--- config.mk ---
export PLATFORM = sky130hd
export DESIGN_NAME = bypass_select_tracker
export DESIGN_NICKNAME = d
export VERILOG_FILES = /design/src/rtl/bypass_select_tracker_pkg.sv /design/src/rtl/bypass_match_select.sv /design/src/rtl/bypass_select_tracker.sv
export SDC_FILE = /design/constraint.sdc
export NUM_CORES = 1
export LEC_CHECK = 0
export BUFFER_PORTS_ARGS = -buffer_cell sky130_fd_sc_hd__buf_2
export CORE_UTILIZATION = 40
export CTS_CLUSTER_DIAMETER = 100
export CTS_CLUSTER_SIZE = 12
export DETAILED_ROUTE_END_ITERATION = 10
export SLEW_MARGIN = 20
export SYNTH_ARGS = -nofsm -noshare
export SYNTH_HDL_FRONTEND = slang
export SYNTH_HIERARCHICAL = 1
export SYNTH_SLANG_ARGS = --single-unit
--- constraint.sdc ---
create_clock -name clk -period 2.81 [get_ports clk]
set_clock_uncertainty 0.2 [all_clocks]
set_input_delay 0.281 -clock clk [delete_from_list [all_inputs] [get_ports clk]]
set_output_delay 0.281 -clock clk [all_outputs]
set_load 0.005 [all_outputs]
--- src/rtl/bypass_select_tracker_pkg.sv ---
// ---------------------------------------------------------------------------
// bypass_select_tracker_pkg
//
// Shared bypass types for the bypass select tracker and its matcher.
//   - bypassStage_e : 2-bit encoding of where a bypass operand comes from
//   - BYP_LANES     : default number of lanes in one issue group
//   - BYP_PREG_W    : default physical register number width
// ---------------------------------------------------------------------------
package bypass_select_tracker_pkg;

    localparam int BYP_LANES  = 2;
    localparam int BYP_PREG_W = 7;

    // Bypass source stage. STAGE_RSVD is never produced by the tracker.
    typedef enum logic [1:0] {
        STAGE_NONE = 2'd0,
        STAGE_D1   = 2'd1,
        STAGE_D2   = 2'd2,
        STAGE_RSVD = 2'd3
    } bypassStage_e;

endpackage : bypass_select_tracker_pkg

--- src/rtl/bypass_match_select.sv ---
// ---------------------------------------------------------------------------
// bypass_match_select
//
// Combinational priority matcher for one consumer source operand. It compares
// the source register number against every valid D1 (EX) and D2 (WB) history
// entry and returns where the youngest matching producer lives.
//
// Ports
//   enable  in  1               source is really read by an occupied RR lane
//   srcNum  in  PREG_W          consumer physical source register
//   d1Valid in  LANES           D1 history valids
//   d1Dst   in  LANES x PREG_W  D1 history destination registers
//   d2Valid in  LANES           D2 history valids
//   d2Dst   in  LANES x PREG_W  D2 history destination registers
//   stage   out 2               STAGE_NONE / STAGE_D1 / STAGE_D2
//   lane    out LANE_W          producing lane (0 when stage is NONE)
// ---------------------------------------------------------------------------
module bypass_match_select
    import bypass_select_tracker_pkg::*;
#(
    parameter int LANES  = BYP_LANES,
    parameter int PREG_W = BYP_PREG_W,
    parameter int LANE_W = $clog2(LANES)
) (
    input  logic                           enable,
    input  logic [PREG_W-1:0]              srcNum,
    input  logic [LANES-1:0]               d1Valid,
    input  logic [LANES-1:0][PREG_W-1:0]   d1Dst,
    input  logic [LANES-1:0]               d2Valid,
    input  logic [LANES-1:0][PREG_W-1:0]   d2Dst,
    output bypassStage_e                   stage,
    output logic [LANE_W-1:0]              lane
);

    logic [LANES-1:0] d1Hit;
    logic [LANES-1:0] d2Hit;

    // Index of the lowest set bit; scanning downward lets the lowest hit win.
    function automatic logic [LANE_W-1:0] lowestIndex(input logic [LANES-1:0] hits);
        logic [LANE_W-1:0] idx;
        idx = '0;
        for (int i = LANES - 1; i >= 0; i--) begin
            if (hits[i]) begin
                idx = LANE_W'(i);
            end else begin
                idx = idx;
            end
        end
        return idx;
    endfunction

    // Per-lane hit vectors; an invalid entry never hits even if the number matches.
    always_comb begin
        d1Hit = '0;
        d2Hit = '0;
        for (int i = 0; i < LANES; i++) begin
            d1Hit[i] = d1Valid[i] && (d1Dst[i] == srcNum);
            d2Hit[i] = d2Valid[i] && (d2Dst[i] == srcNum);
        end
    end

    // Stage priority: D1 (youngest) over D2, lowest lane within a stage.
    always_comb begin
        stage = STAGE_NONE;
        lane  = '0;
        if (!enable) begin
            stage = STAGE_NONE;
            lane  = '0;
        end else if (|d1Hit) begin
            stage = STAGE_D1;
            lane  = lowestIndex(d1Hit);
        end else if (|d2Hit) begin
            stage = STAGE_D2;
            lane  = lowestIndex(d2Hit);
        end else begin
            stage = STAGE_NONE;
            lane  = '0;
        end
    end

endmodule : bypass_match_select

--- src/rtl/bypass_select_tracker.sv ---
// ---------------------------------------------------------------------------
// bypass_select_tracker
//
// Tracks the destinations of the two issue groups ahead of register read
// (D1 = group now in EX, D2 = group now in WB) and, for every source operand
// of the group in RR, registers which stage/lane should feed it through the
// bypass network. The selects appear one cycle after RR, aligned with EX.
// Sources are never matched against producers of their own RR group.
//
// Ports
//   clk        in  1               rising-edge clock
//   rst        in  1               synchronous active-low reset
//   stall      in  1               hold history and selects
//   flush      in  1               kill history, zero selects, drop RR group
//   rrValid    in  LANES           RR lane occupied
//   srcNumA/B  in  LANES x PREG_W  consumer physical sources
//   readA/B    in  LANES           source actually read
//   dstNum     in  LANES x PREG_W  producer destination
//   writeReg   in  LANES           producer writes dstNum
//   selStageA/B out LANES x 2      0 NONE, 1 D1, 2 D2
//   selLaneA/B  out LANES x clog2(LANES) producing lane
//
// LANES must be at least 2 so the lane select fields are non-empty.
// ---------------------------------------------------------------------------
module bypass_select_tracker
    import bypass_select_tracker_pkg::*;
#(
    parameter int LANES  = BYP_LANES,
    parameter int PREG_W = BYP_PREG_W
) (
    input  logic                                  clk,
    input  logic                                  rst,
    input  logic                                  stall,
    input  logic                                  flush,
    input  logic [LANES-1:0]                      rrValid,
    input  logic [LANES-1:0][PREG_W-1:0]          srcNumA,
    input  logic [LANES-1:0][PREG_W-1:0]          srcNumB,
    input  logic [LANES-1:0]                      readA,
    input  logic [LANES-1:0]                      readB,
    input  logic [LANES-1:0][PREG_W-1:0]          dstNum,
    input  logic [LANES-1:0]                      writeReg,
    output logic [LANES-1:0][1:0]                 selStageA,
    output logic [LANES-1:0][1:0]                 selStageB,
    output logic [LANES-1:0][$clog2(LANES)-1:0]   selLaneA,
    output logic [LANES-1:0][$clog2(LANES)-1:0]   selLaneB
);

    localparam int LANE_W = $clog2(LANES);

    // History of the two older groups.
    logic [LANES-1:0]               d1Valid;
    logic [LANES-1:0][PREG_W-1:0]   d1Dst;
    logic [LANES-1:0]               d2Valid;
    logic [LANES-1:0][PREG_W-1:0]   d2Dst;

    // Matcher results for the group currently in RR.
    logic [LANES-1:0][1:0]          nextStageA;
    logic [LANES-1:0][1:0]          nextStageB;
    logic [LANES-1:0][LANE_W-1:0]   nextLaneA;
    logic [LANES-1:0][LANE_W-1:0]   nextLaneB;
    logic [LANES-1:0]               enableA;
    logic [LANES-1:0]               enableB;

    // A source only looks for a producer when its lane is occupied and reads it.
    always_comb begin
        enableA = rrValid & readA;
        enableB = rrValid & readB;
    end

    // One matcher per source operand per lane; none of them sees the RR group's own dstNum.
    for (genvar g = 0; g < LANES; g++) begin : gMatch
        bypass_match_select #(
            .LANES  (LANES),
            .PREG_W (PREG_W),
            .LANE_W (LANE_W)
        ) uMatchA (
            .enable  (enableA[g]),
            .srcNum  (srcNumA[g]),
            .d1Valid (d1Valid),
            .d1Dst   (d1Dst),
            .d2Valid (d2Valid),
            .d2Dst   (d2Dst),
            .stage   (nextStageA[g]),
            .lane    (nextLaneA[g])
        );

        bypass_match_select #(
            .LANES  (LANES),
            .PREG_W (PREG_W),
            .LANE_W (LANE_W)
        ) uMatchB (
            .enable  (enableB[g]),
            .srcNum  (srcNumB[g]),
            .d1Valid (d1Valid),
            .d1Dst   (d1Dst),
            .d2Valid (d2Valid),
            .d2Dst   (d2Dst),
            .stage   (nextStageB[g]),
            .lane    (nextLaneB[g])
        );
    end

    // History shift and select registers; reset beats flush, flush beats stall.
    // A flush also discards the group in RR, since D1 is cleared instead of loaded.
    always_ff @(posedge clk) begin
        if (!rst || flush) begin
            d1Valid   <= '0;
            d1Dst     <= '0;
            d2Valid   <= '0;
            d2Dst     <= '0;
            selStageA <= '0;
            selStageB <= '0;
            selLaneA  <= '0;
            selLaneB  <= '0;
        end else if (!stall) begin
            d1Valid   <= rrValid & writeReg;
            d1Dst     <= dstNum;
            d2Valid   <= d1Valid;
            d2Dst     <= d1Dst;
            selStageA <= nextStageA;
            selStageB <= nextStageB;
            selLaneA  <= nextLaneA;
            selLaneB  <= nextLaneB;
        end
    end

endmodule : bypass_select_tracker
# Word-level counts from Yosys, hierarchy flattened
# Index checks and enable logic that the tools add are counted.
[word_totals] elab_cells=99 out_inout_bits=12 reg_bits=44 inputBits=54
[op_classes] reduce_logical=26 n_eq_ne=16 mux=40 bitwise=3
[ops] op="$eq 7x7->1" n=16
[ops] op="$mux 1" n=28
[ops] op="$mux 2" n=12
[ops] op="$logic_and 1x1->1" n=16
[ops] op="$reduce_or 2->1" n=8
[ops] op="$and 2x2->2" n=3
[ops] op="$logic_not 1->1" n=1
[ops] op="$logic_or 1x1->1" n=1

# Depth between registers and ports, before layout
[logic_depth] ltp_word=7 ltp_mapped=7 depth_no_buf=6

# Modules after synthesis
# Netlist, hierarchy kept.
[by_module_without_submodules] module="bypass_select_tracker" cells_each=149 instances=1 seq_area_each_um2=880.8 area_per_inst_um2=1639.1
[by_module_without_submodules] module="bypass_match_select" cells_each=51 instances=4 seq_area_each_um2=0.0 area_per_inst_um2=396.6

# Least setup slack after synthesis
# Ideal clock, no wire load.
[synth_path] kind="register to register" startpoint="register d1Dst[6] in the netlist's numbering" endpoint="register selLaneA[0] in the netlist's numbering" path_slack_ps=1157 n_path_buf=0 arrival_time_ps=1336 stages_incl_launch_ff=7 period_less_slack_ps=1653 setup_time_ps=117 path_cell_list="dfxtp_1 -> or2b_1 -> o2111ai_1 -> o41ai_2 -> o21ba_1 -> mux2i_1 -> nor2_1"
[synth_rtl] item="from (decl)" line_no="bypass_select_tracker.sv:52" rtl="logic [LANES-1:0][PREG_W-1:0] d1Dst;"
[synth_rtl] item="from (signal assigned)" line_no="bypass_select_tracker.sv:117" rtl="d1Dst <= dstNum;"
[synth_rtl] item="to (signal assigned)" line_no="bypass_select_tracker.sv:122" rtl="selLaneA <= nextLaneA;"
[synth_rtl] item="to (decl)" line_no="bypass_select_tracker.sv:44" rtl="output logic [LANES-1:0][$clog2(LANES)-1:0] selLaneA,"

==> results.py <==
metrics = {
    "run_status": {
        "run_status": "complete, no violations",
    },
    "final_layout": {
        "area_delta_synth_final_pct": 14.5,
        "mostFrequentLayoutCells": "xnor2_1, buf_2, nor2_1, dfxtp_1, mux2i_1",
        "stdcell_count": 517,
        "layout_commonest_cell": "xnor2_1",
        "drive_gt1_share_pct": 21.0,
        "n_fill_cell": 791,
        "nets": 468,
        "diodes": 0,
    },
    "critical_path": {
        "critPathRequiredTime_ps": 2800,
        "crit_start": "d1Dst[6]$_SDFFE_PP0N_",
        "crit_slowest_cell": "dfxtp_1",
        "reg2reg_to": "selLaneA[1]$_SDFFE_PP0N_",
        "max_stage_delay_ps": 540,
        "crit_type": "register to register",
        "cp-end-kind": "register",
        "path_cells": "or2b_1 > o2111ai_1 > o41ai_2 > o21ba_1 > mux2i_1 > nor2_1",
        "rrSetupSlack_ps": 870,
        "cp-start-kind": "register",
        "crit_arrival_ps": 1930,
        "r2r_start": "d1Dst[6]$_SDFFE_PP0N_",
        "path_max_fanout": 10,
        "reg2reg_depth": 6,
    },
    "clock_network": {
        "ctsHtreeMaxLevel": 2,
        "post-cts-setup-buffer-count": 0,
        "clock_sinks": 44,
        "path_clk_slew_ps": 100,
        "cts.hold.buffers_added": 1,
        "clock_latency_ps": 310,
        "cts_tree": "done",
        "cts_inserted_buffers": 5,
        "clock-root-buffer": "clkbuf_8",
        "cts_buffer_depth": 2,
        "cts_resized": 0,
    },
    "placement": {
        "dpl.hpwl_um": 6560,
        "place_inst": 508,
        "io_buffer_count": 65,
        "gp_congestion": 0.896,
    },
    "yosys": {
        "ys_seq_area_share_pct": 27.3,
        "synth_mux_area_share_pct": 13.0,
        "synth_top_family_by_area": "XOR/XNOR gates",
        "synthAdderAreaFrac_pct": 0,
        "synth-compound-area-share_pct": 8.84,
        "synth-simple-area-share_pct": 18.5,
        "synth_area_per_cell_um2": 9.14,
        "syn_inst": 353,
        "synth_cell_type_count": 31,
        "synthesis.nets": 407,
        "synth_top_area_cell": "dfxtp_1",
        "synth_xor_area_share_pct": 27.2,
        "syn_area_mm2": 0.00323,
        "yosys_warnings": 6,
        "synth_top_area_share_pct": 27.3,
        "ys_ff_latch": 44,
        "synth.area.top_cells": "dfxtp_1, xnor2_1, mux2i_1",
    },
    "sta": {
        "fin_crit_ps": 1940,
        "finalSetupTns_ps": 0,
        "fin_crit_sh_pct": 69.1,
        "setup_viol": 0,
        "relSlewSlack_pct": 60.4,
        "rsz0062_at_grt": "false",
        "fmax_ghz": 0.515,
        "fin_hold_ws_ps": 3.29,
        "hold_viol": 0,
        "slew_viol_final": 0,
        "worst_pin_slew_ps": 594,
    },
    "floorplanning": {
        "start_util_pct": 41.5,
        "dieHeight_um": 91.8,
        "io_pins": 66,
        "core_area_mm2": 0.00777,
        "rows": 32,
        "die_x_um": 91.8,
        "dieArea_mm2": 0.00843,
    },
    "power": {
        "leakagePower_uw": 0.00145,
        "p_per_area_mw_per_mm2": 387,
        "ir_drop_uv": 262,
    },
    "job": {
        "drv_cap": 0,
    },
    "global_route": {
        "grt_max_degree": 45,
        "grt_pass1_vias": 2586,
        "antenna_found_initial": 0,
        "gr-total-overflow": 0,
        "grt_pass1_wl_um": 13500,
        "grtUsageTotal_pct": 20.7,
    },
    "hold_path": {
        "min_path_type": "input port to register",
        "hold_depth": 3,
        "hold_end": "d1Dst[8]$_SDFFE_PP0N_",
        "min_from": "dstNum[8]",
    },
    "routing": {
        "drt-wirelength-per-cell_um": 16.3,
        "drt_wl_total_um": 8420,
        "vias": 2736,
        "drc": 0,
        "drt-initial-drc-count": 98,
        "via_per_inst": 5.29,
        "ant_nets": 0,
        "firstDrtPassIters": 4,
    },
}
## through the flow
step | setup WS, ps | instance area (µm²) | power [µW] | utilization [%]
final | 867 | 3690 | 1430 | 47.6
after global routing | 729 | 3690 | 1500 | 47.6
after CTS | 862 | 3690 | 1450 | 47.6
after detailed placement | 861 | 3570 | 934 | 46.0
after global placement | 939 | 3570 | 929 | 46.0
after floorplan | 1160 | 3230 | 846 | -
## synth_stat cells
cell type,n
a211oi_1,4
a21oi_1,2
clkbuf_2,4
nor2b_1,4
o2111ai_1,4
nand2_1,10
nand3_1,4
o41ai_2,4
dfxtp_1,44
and2_1,4
nand3b_1,2
a221o_1,4
nand2b_1,5
o21a_1,4
nor2_1,50
xnor2_1,76
nand4_1,16
nor4_1,4
and2_0,4
nor4_2,4
inv_1,4
a311oi_1,4
buf_2,5
or2b_1,4
xor2_1,24
mux2i_1,42
inv_2,4
buf_6,1
or2_1,4
buf_12,4
o21ba_1,4
## state kept, by name, summed over array words and instances, names as in the netlist
signal     flops
selStageA      4
selStageB      4
d2Dst         14
selLaneB       2
d1Valid        2
d2Valid        2
selLaneA       2
d1Dst         14
## metal layers
layer	global-route usage [%]	part of all wire, %	vias to the layer above	routed length [µm]
li1	-	-	1331	-
met1	27.3	46	1304	3880
met2	34.0	46	83	3890
met3	3.23	5.0	18	424
met4	7.94	2.7	0	230
met5	0	0	-	0
## kinds of logic after synthesis
kind of cell / count (synthesis)
AND/OR/NAND/NOR: 115
XOR/XNOR: 100
flip-flops: 44
multiplexers: 42
AO/OA/AOI/OAI: 30
buffers and inverters: 22
## critical path: cells and delay by family (launching register included)
kind,cells,cell delay [ps]
AOI/OAI and AO/OA,3,770
DFF,1,540
muxes,1,120
and+or+nand+nor,2,210
## how the worst max path moves through the flow
stage	to	slack, ps	cells past startpoint
2_1_floorplan	selLaneA[0]$_SDFFE_PP0N_	1160	6
3_3_place_gp	selLaneA[1]$_SDFFE_PP0N_	940	6
3_5_place_dp	selLaneA[1]$_SDFFE_PP0N_	860	6
4_1_cts	selLaneA[1]$_SDFFE_PP0N_	860	6
5_1_grt	selLaneB[1]$_SDFFE_PP0N_	730	6
6_report	selLaneA[1]$_SDFFE_PP0N_	870	6
## where the power goes
part / switching [µW] / internal [µW] / total, µW
Clock: 243 / 268 / 511
Combinational: 137 / 129 / 266
Sequential: 22.6 / 632 / 655
Total: 402 / 1030 / 1430
## area by class of cell
type / instances / area (µm²) / share of cell area, %
clock buffers: 5 / 68.8 / 1.86
multi-input cells: 287 / 2180 / 59.0
inverters: 8 / 30.0 / 0.813
repair buffers: 68 / 363 / 9.82
clock inverters: 3 / 46.3 / 1.25
flip-flops and latches: 44 / 881 / 23.8
well taps: 102 / 128 / 3.45
No activity file was read; power rests on OpenSTA's default activity.
